===== config.mk =====
export PLATFORM = sky130hd
export DESIGN_NAME = rv_control_fsm
export DESIGN_NICKNAME = d
export VERILOG_FILES = /design/src/rtl/rv_control_fsm.sv
export SDC_FILE = /design/constraint.sdc
export NUM_CORES = 1
export LEC_CHECK = 0
export CAP_MARGIN = 20
export CORE_AREA = 2 2 86 150
export DETAILED_ROUTE_END_ITERATION = 6
export DIE_AREA = 0 0 88 152
export PLACE_DENSITY = 0.81
export SYNTH_ARGS = -nofsm -noshare
export SYNTH_HDL_FRONTEND = slang
export SYNTH_SLANG_ARGS = --single-unit

===== constraint.sdc =====
create_clock -name clk -period 2.7 [get_ports clk]
set_input_delay 0.405 -clock clk [delete_from_list [all_inputs] [get_ports clk]]
set_output_delay 0.405 -clock clk [all_outputs]
set_load 0.05 [all_outputs]

===== src/rtl/rv_control_fsm.sv =====
// Multi-cycle RV32I control FSM: FETCH/DECODE/EXECUTE/MEM/WB with a wait-state timeout and a sticky FAULT.
// Optional feature: define RV_ILLEGAL_TRAP_EN to trap unrecognised instructions into FAULT with illegal = 1.
module rv_control_fsm #(
    parameter logic [31:0] RESET_PC    = 32'h0000_0000,
    parameter int          MEM_TIMEOUT = 255
) (
    input  logic        clk,
    input  logic        rst,
    output logic        imem_req,
    output logic [31:0] imem_addr,
    input  logic        imem_ack,
    input  logic [31:0] imem_rdata,
    output logic        dmem_req,
    output logic        dmem_we,
    input  logic        dmem_ack,
    output logic [31:0] instr,
    input  logic        branch_taken,
    input  logic [31:0] branch_target,
    input  logic [31:0] jalr_target,
    output logic [31:0] pc,
    output logic        reg_we,
    output logic [1:0]  wb_sel,
    output logic        fault,
    output logic        illegal
);

    typedef enum logic [2:0] {
        FETCH   = 3'd0,
        DECODE  = 3'd1,
        EXECUTE = 3'd2,
        MEM     = 3'd3,
        WB      = 3'd4,
        FAULT   = 3'd5
    } state_t;

    typedef enum logic [3:0] {
        C_LUI     = 4'd0,
        C_AUIPC   = 4'd1,
        C_JAL     = 4'd2,
        C_JALR    = 4'd3,
        C_BRANCH  = 4'd4,
        C_LOAD    = 4'd5,
        C_STORE   = 4'd6,
        C_OPIMM   = 4'd7,
        C_OP      = 4'd8,
        C_ILLEGAL = 4'd9
    } cls_t;

    // The last count value still allowed before the request is declared stuck.
    localparam logic [15:0] WAIT_LAST = 16'(MEM_TIMEOUT - 1);

    state_t      state;
    cls_t        cls_r;
    cls_t        cls_s;
    logic [15:0] wait_cnt;
    logic [31:0] next_pc_s;
    logic        misalign_s;
    logic        rd_nz_s;
    logic [10:0] key_s;

    function automatic cls_t classify(input logic [10:0] key);
        logic       b30;
        logic [2:0] f3;
        logic [6:0] op;
        cls_t       c;
        b30 = key[10];
        f3  = key[9:7];
        op  = key[6:0];
        case (op)
            7'b0110111: c = C_LUI;
            7'b0010111: c = C_AUIPC;
            7'b1101111: c = C_JAL;
            7'b1100111: c = (f3 == 3'b000) ? C_JALR : C_ILLEGAL;
            7'b1100011: c = (f3 == 3'b010 || f3 == 3'b011) ? C_ILLEGAL : C_BRANCH;
            7'b0000011: c = (f3 == 3'b011 || f3 == 3'b110 || f3 == 3'b111) ? C_ILLEGAL : C_LOAD;
            7'b0100011: c = (f3 == 3'b000 || f3 == 3'b001 || f3 == 3'b010) ? C_STORE : C_ILLEGAL;
            // SLLI never has bit 30 set; SRLI/SRAI use it to pick the shift kind
            7'b0010011: c = (f3 == 3'b001 && b30) ? C_ILLEGAL : C_OPIMM;
            7'b0110011: c = (b30 && f3 != 3'b000 && f3 != 3'b101) ? C_ILLEGAL : C_OP;
            default:    c = C_ILLEGAL;
        endcase
        return c;
    endfunction

    function automatic logic writes_rd(input cls_t c);
        logic w;
        case (c)
            C_LUI, C_AUIPC, C_JAL, C_JALR, C_LOAD, C_OPIMM, C_OP: w = 1'b1;
            default: w = 1'b0;
        endcase
        return w;
    endfunction

    assign imem_addr = pc;
    assign key_s     = {instr[30], instr[14:12], instr[6:0]};
    assign rd_nz_s   = (instr[11:7] != 5'd0);

    // Instruction classification from the latched IR.
    always_comb begin
        cls_s = classify(key_s);
    end

    // Next-pc selection used during WB.
    always_comb begin
        next_pc_s = pc + 32'd4;
        case (cls_r)
            C_JAL:    next_pc_s = branch_target;
            C_JALR:   next_pc_s = jalr_target;
            C_BRANCH: begin
                if (branch_taken) begin
                    next_pc_s = branch_target;
                end else begin
                    next_pc_s = pc + 32'd4;
                end
            end
            default:  next_pc_s = pc + 32'd4;
        endcase
        misalign_s = (next_pc_s[1:0] != 2'b00);
    end

`ifdef RV_ILLEGAL_TRAP_EN
    logic illegal_r;
    assign illegal = illegal_r;
`else
    assign illegal = 1'b0;
`endif

    // Control state machine with registered request/strobe outputs.
    always_ff @(posedge clk) begin
        if (rst) begin
            state    <= FETCH;
            cls_r    <= C_ILLEGAL;
            pc       <= RESET_PC;
            instr    <= 32'h0000_0000;
            wait_cnt <= 16'd0;
            fault    <= 1'b0;
            reg_we   <= 1'b0;
            wb_sel   <= 2'd0;
            dmem_req <= 1'b0;
            dmem_we  <= 1'b0;
            imem_req <= 1'b1;
`ifdef RV_ILLEGAL_TRAP_EN
            illegal_r <= 1'b0;
`endif
        end else begin
            reg_we <= 1'b0;
            case (state)
                FETCH: begin
                    if (imem_ack) begin
                        instr    <= imem_rdata;
                        imem_req <= 1'b0;
                        state    <= DECODE;
                    end else if (wait_cnt >= WAIT_LAST) begin
                        imem_req <= 1'b0;
                        fault    <= 1'b1;
                        state    <= FAULT;
                    end else begin
                        wait_cnt <= wait_cnt + 16'd1;
                    end
                end
                DECODE: begin
                    cls_r <= cls_s;
`ifdef RV_ILLEGAL_TRAP_EN
                    if (cls_s == C_ILLEGAL) begin
                        fault     <= 1'b1;
                        illegal_r <= 1'b1;
                        state     <= FAULT;
                    end else begin
                        state <= EXECUTE;
                    end
`else
                    state <= EXECUTE;
`endif
                end
                EXECUTE: begin
                    if (cls_r == C_LOAD || cls_r == C_STORE) begin
                        dmem_req <= 1'b1;
                        dmem_we  <= (cls_r == C_STORE);
                        wait_cnt <= 16'd0;
                        state    <= MEM;
                    end else begin
                        reg_we <= writes_rd(cls_r) && rd_nz_s;
                        wb_sel <= (cls_r == C_JAL || cls_r == C_JALR) ? 2'd2 : 2'd0;
                        state  <= WB;
                    end
                end
                MEM: begin
                    if (dmem_ack) begin
                        dmem_req <= 1'b0;
                        dmem_we  <= 1'b0;
                        reg_we   <= (cls_r == C_LOAD) && rd_nz_s;
                        wb_sel   <= (cls_r == C_LOAD) ? 2'd1 : 2'd0;
                        state    <= WB;
                    end else if (wait_cnt >= WAIT_LAST) begin
                        dmem_req <= 1'b0;
                        dmem_we  <= 1'b0;
                        fault    <= 1'b1;
                        state    <= FAULT;
                    end else begin
                        wait_cnt <= wait_cnt + 16'd1;
                    end
                end
                WB: begin
                    // A misaligned target faults and leaves pc pointing at the offending instruction
                    if (misalign_s) begin
                        fault <= 1'b1;
                        state <= FAULT;
                    end else begin
                        pc       <= next_pc_s;
                        imem_req <= 1'b1;
                        wait_cnt <= 16'd0;
                        state    <= FETCH;
                    end
                end
                FAULT: begin
                    imem_req <= 1'b0;
                    dmem_req <= 1'b0;
                    dmem_we  <= 1'b0;
                    fault    <= 1'b1;
                    state    <= FAULT;
                end
                default: begin
                    imem_req <= 1'b0;
                    dmem_req <= 1'b0;
                    dmem_we  <= 1'b0;
                    fault    <= 1'b1;
                    state    <= FAULT;
                end
            endcase
        end
    end

endmodule


==> flow_summary.ini <==
[timing]
maxSlewViolCount = 0
layout_min_cycle_time_ns = 2.29
setup-violations-final = 0
setup_ws_ns = 0.414
whs_ns = 0.453
tightest_slew_ns = 0.788
max_freq_ghz = 0.438
fin_tns_setup_ns = 0
finalCritPeriodShare_pct = 84.7
skew_ns = 0.00735
rsz0062_at_grt = no
hold_violations = 0
relSlewSlack_pct = 47.5

[worst_setup_path]
r2r_setup_slack_ns = 0.41
cp-start-kind = flip-flop
critical_path_required_ns = 2.91
worstPathMaxFanout = 16
reg2regPathDepth = 6
r2r-start = state[2]
timing.critical_path.arrival_ns = 2.50
r2r_end = wait_cnt[6]
critPathLaunch = state[2]
worst_setup_path_end_kind = flip-flop
critPathKind = flip-flop to flip-flop

[drt]
drc = 0
drt-total-wl_um = 16500
ant_nets = 0
vias = 5752
wire_per_inst_um = 16.3
dr.pass1.iters = 5
vias_per_cell = 5.68
dr.first_iter.drc_count = 301

[placed_design]
io_buffers = 203
place_ws_ns = 0.0751
dp_hpwl_um = 12000
gp_congestion = 0.847

[grt]
antenna_found_initial = 1
grt_max_degree = 73
gr-usage-all-layers_pct = 24.4
grt_pass1_vias = 5520
grt-ovfl-total = 0
grt_pass1_wl_um = 26600

[cells_and_area]
layout_common_cells = clkdlybuf4s50_1, nand2_1, dfxtp_1, a21oi_1, nor2_1
nFillCells = 1049
multi_input_area_sq_mm = 0.00292
drive_gt1_share_pct = 5.45
seqCellArea_sq_mm = 0.00188
post-route-util_pct = 61.9
num-nets-final = 943
syn2layout_area_growth_pct = 43.4
final_common_cell = clkdlybuf4s50_1

[clock_network]
cts_setup_buffers = 0
clockBufferDepth = 2
cts_tree = yes
clock-sinks = 94
clock_latency_ns = 0.34
path_clk_slew_ns = 0.07
numCtsBuffers = 9
cts_resized = 0
ctsHoldBuffers = 0
cts_root_buffer = clkbuf_16
cts_max_level = 3

[floorplanning]
fp.dieH_um = 152
rows = 54
die-area_sq_mm = 0.0134
die_w_um = 88
core_region_area_sq_mm = 0.0122
start_util_pct = 43.2
io_pins = 205

[yosys]
synthCells = 688
synth-edff-count = 0
avgSynthCellArea_sq_um = 7.67
yosysWarnings = 0
synth.ff_latch_count = 94
ys.flop_type = dfxtp_1
async_flop_share_pct = 0
ys_types = 71
synthesis.area_sq_mm = 0.00528
seq_area_frac_synth_pct = 35.7
synthesis.nets = 792

[min_path]
worstHoldStart = instr[26]
min_to = instr[26]
hold_path.class = flip-flop to flip-flop
hold_depth = 2

[status]
status = finished, final reports clean

[pwr]
p_total_w = 0.00345
power_leakage_nw = 2.59
p_per_area_mw_per_mm2 = 455
ir_drop_mv = 0.414

[run]
max_cap_viol_count = 0
## layer usage
| layer | GRT usage, % | vias to the layer above | share of wire [%] | routed length (um) |
|---|---|---|---|---|
| li1 | - | 2786 | - | - |
| met2 | 44.3 | 255 | 53 | 8730 |
| met4 | 9.45 | 0 | 2.6 | 426 |
| met1 | 27.0 | 2679 | 37 | 6150 |
| met5 | 0 | - | 0 | 0 |
| met3 | 4.89 | 32 | 7.4 | 1230 |
## registers in the layout, summed over array words and instances, names as in the netlist
register,count
dmem_req,1
wb_sel,2
imem_addr,32
dmem_we,1
reg_we,1
imem_req,1
instr,32
state,3
fault,1
wait_cnt,16
cls_r,4
## critical path: stages, from the launching register on
cell	delay, ns
dfxtp_1	0.48
nand2b_1	0.29
a21oi_1	0.32
o21bai_1	0.21
and3_1	0.56
a31o_1	0.23
a21oi_1	0.05
## stage by stage
step / std cells / instance area [sq um]
5_1_grt: 1013 / 7570
3_5_place_dp: 996 / 7240
3_3_place_gp: 996 / 7240
4_1_cts: 1012 / 7570
2_1_floorplan: 688 / 5280
6_report: 1013 / 7570
## layout make-up
class | count | area share (%)
multi-input combinational | 504 | 38.6
inverter | 11 | 0.546
timing repair buffer | 219 | 28.9
tap | 168 | 2.78
clock inverter | 5 | 1.07
sequential | 94 | 24.9
clock buffer | 11 | 3.21
antenna | 1 | 0.0331
## cells by family (layout without fill, tap and decap cells)
group                      after synthesis  after routing  share of synthesized area (%)
muxes                                    1              1                          0.190
AOI/OAI and AO/OA                      218            218                           27.8
xor gates and xnor gates                 4              4                          0.664
adders and majority gates                3              3                          0.711
buffers and inverters                   90            246                           9.55
DFF                                     94             94                           35.7
other                                    1              2                         0.0711
and+or+nand+nor                        277            277                           25.3
## Yosys cell counts (10+ instances only)
library cell | number | area [sq um]
and3_1 | 14 | 87.6
inv_1 | 10 | 37.5
clkbuf_1 | 30 | 113
nand4_1 | 10 | 62.6
a21oi_1 | 76 | 380
nor2_1 | 63 | 236
o21ai_0 | 39 | 195
nand3_1 | 16 | 80.1
nand2_1 | 106 | 398
buf_4 | 35 | 263
a22oi_1 | 15 | 113
dfxtp_1 | 94 | 1880
nor3_1 | 14 | 70.1
## worst max-delay path by stage
| stage | end | cells past startpoint |
|---|---|---|
| 2_1_floorplan | imem_addr[31] | 5 |
| 3_3_place_gp | wait_cnt[1] | 8 |
| 3_5_place_dp | wait_cnt[1] | 8 |
| 4_1_cts | wait_cnt[6] | 6 |
| 5_1_grt | wait_cnt[1] | 6 |
| 6_report | wait_cnt[6] | 6 |
## power by group
group          switching [W]  internal, W  total (W)
Combinational       0.000315     0.000260   0.000576
Clock               0.000549     0.000839    0.00139
Sequential         0.0000524      0.00143    0.00148
No activity file was read; power rests on OpenSTA's default activity.
==> variant, RTL diff (same flow settings) <==
Build with the macro `RV_ILLEGAL_TRAP_EN` defined.
--- a/src/rtl/rv_control_fsm.sv
+++ b/src/rtl/rv_control_fsm.sv
@@ -1,5 +1,7 @@
 // Multi-cycle RV32I control FSM: FETCH/DECODE/EXECUTE/MEM/WB with a wait-state timeout and a sticky FAULT.
 // Optional feature: define RV_ILLEGAL_TRAP_EN to trap unrecognised instructions into FAULT with illegal = 1.
+`define RV_ILLEGAL_TRAP_EN
+
 module rv_control_fsm #(
     parameter logic [31:0] RESET_PC    = 32'h0000_0000,
     parameter int          MEM_TIMEOUT = 255
Formal check against the unedited RTL: not equivalent (a bounded check fails within 4 cycles, from zero or initial values and one cycle with rst high).
==> variant against the unedited design <==
  * Sequential power rose by 4%
  * Power is 3.0% higher
  * Synthesized cell count rose by 2.8%
  * Clock skew shrank 0.0012 ns
  * Final area up 3.8%
  * Routed wire length is 15% higher
  * Highest routed layer unchanged
  * Critical path type unchanged
  * Sequential cell count is 1 higher
  * Synthesized area grew 5.8%
  * Setup slack lost 0.012 ns
  * Final cell count rose by 2.8%
  * Count of clock-buffer cells in the layout is 1 lower
  * Hold slack better by 0.0043 ns
  * Die area did not move
==> variant: results (changes against the unedited design) <==
hold_path:
  hold_start: "instr[31]"
  min_to: "instr[31]"
synth:
  synthArstFlopShare: 0  # unchanged
  syn_nets: 811  # +2.4%
  seq_area_frac_synth: 0.3406  # -0.01599
  synth-compound-area-share: 0.2922  # +0.01409
  synth-xor-area-share: 0.003137  # -0.003501
  synth_adder_area_share: 0.006722  # -0.0003904
  synth_area_leaders: "dfxtp_1, a21oi_1, nand2_1"
  synth_top_area_frac: 0.3406  # -0.01599
  muxShareOfSynthArea: 0.001793  # -0.0001041
  synth_common_cells: "dfxtp_1, nand2_1, a21oi_1, nor2_1"
  ys_types: 80  # +13%
power:
  netSwitchingFraction: 0.3138  # +0.04774
  power_leakage_nw: 2.636  # +1.7%
  ir_drop_uv: 361.8  # -13%
critical_path:
  cp.arrival_ns: 2.55  # +0.05 ns
  r2r_start: "imem_addr[2]"
  worst_r2r_endpoint: "imem_addr[28]"
  critPathMaxFanout: 5  # -11
  r2r_slack_ns: 0.40
layout:
  drive_above_1_share: 0.07331  # +0.01881
  fin_nets: 972  # +3.1%
  antenna_cells: 0  # -1
global_route:
  track_usage: 0.2823  # +0.03794
  grt_max_degree: 65  # -11%
  grt_pass1_wl_mm: 30.30  # +14%
  antenna_found_initial: 0  # -1
  grt_pass1_vias: 6305  # +14%
run_status:
  status: "finished, final reports clean"
timing:
  slew_headroom: 0.5098  # +0.03506
  whs_ns: 0.4577  # +0.004257 ns
  clock_skew_ns: 0.006130  # -0.001224 ns
placement:
  place_congestion: 0.9513  # +12%
  numPortBuffers: 204  # +0.49%
  hpwl_mm: 14.34  # +20%
detailed_routing:
  vias_per_cell: 6.030  # +6.2%
  routed_wl_mm: 19.08  # +15%
  drt_iter0_drc: 285  # -5.3%
==> variant: changes by cell type in the layout (fill, tap and decap cells not counted), sizes merged, moves of 6 or more <==
cell   before  now
a22o        8   16
a31oi       9   17
nor4        8   14
nand2     106   92
buf        17   29
a22oi      15    8
a32o        0    6
a221o       6    0
o31ai       1   10
nor2       63   39
or4         2   10
inv        11   19
and2        2    9
nand4      10   16
==> variant: how the worst max path moves through the flow <==
stage	start	slack [ns]	endpoint
5_1_grt	wait_cnt[0]	0.24	wait_cnt[13]
4_1_cts	imem_addr[2]	0.42	imem_addr[28]
2_1_floorplan	imem_addr[2]	0.24	imem_addr[28]
3_5_place_dp	branch_taken	0.18	imem_addr[6]
3_3_place_gp	branch_target[0]	0.25	imem_addr[24]
6_report	imem_addr[2]	0.40	imem_addr[28]
==> variant: final cells by class <==
class                   count  area (sq um)
fillers                  1051          4377
well taps                 168         210.2
multi-input cells         513          3143
clock buffers              10         229.0
flip-flops and latches     95          1902
inverters                  17         63.81
clock inverters             6         45.04
repair buffers            232          2260
==> variant: critical path, cell delays in order (launching register included) <==
cell     delay (ns)
dfxtp_1        0.34
ha_1           0.25
nand4_1        0.28
or4_1          0.70
nor3_1         0.35
a41oi_1        0.16
o32ai_1        0.13
==> variant: through the flow <==
stage	cell area, sq um	utilization	worst slack [ns]	std cells	total power, mW
2_1_floorplan	5584	-	0.2420	707	2.028
3_3_place_gp	7579	0.6197	0.2464	1025	2.353
3_5_place_dp	7579	0.6197	0.1778	1025	2.375
4_1_cts	7853	0.6421	0.4187	1041	3.565
5_1_grt	7853	0.6421	0.2367	1041	3.692
6_report	7853	0.6421	0.4020	1041	3.550
==> variant: power by group through the flow <==
stage	combinational [mW]	clock, mW	sequential (mW)
after floorplan	0.303	0	1.72
after global placement	0.793	0	1.56
after detailed placement	0.810	0	1.57
after CTS	0.814	1.22	1.53
after global routing	0.869	1.28	1.55
final	0.818	1.20	1.54
==> variant: cells by family (layout without fill, tap and decap cells) <==
kind of cell / Yosys count / in the layout
adder cells (fa/ha/maj): 3 / 3
flip-flops: 95 / 95
AO/OA/AOI/OAI: 239 / 239
multiplexers: 1 / 1
AND/OR/NAND/NOR: 268 / 268
buffers and inverters: 99 / 265
XOR/XNOR: 2 / 2
==> variant: layer usage <==
metal	GRT usage	part of all wire	routed length [microns]	up-vias
li1	-	-	-	2959
met1	0.2840	0.35	6620	2932
met2	0.5220	0.54	10320	312
met3	0.04345	0.059	1133	74
met4	0.1663	0.053	1008	0
met5	0	0	0	-
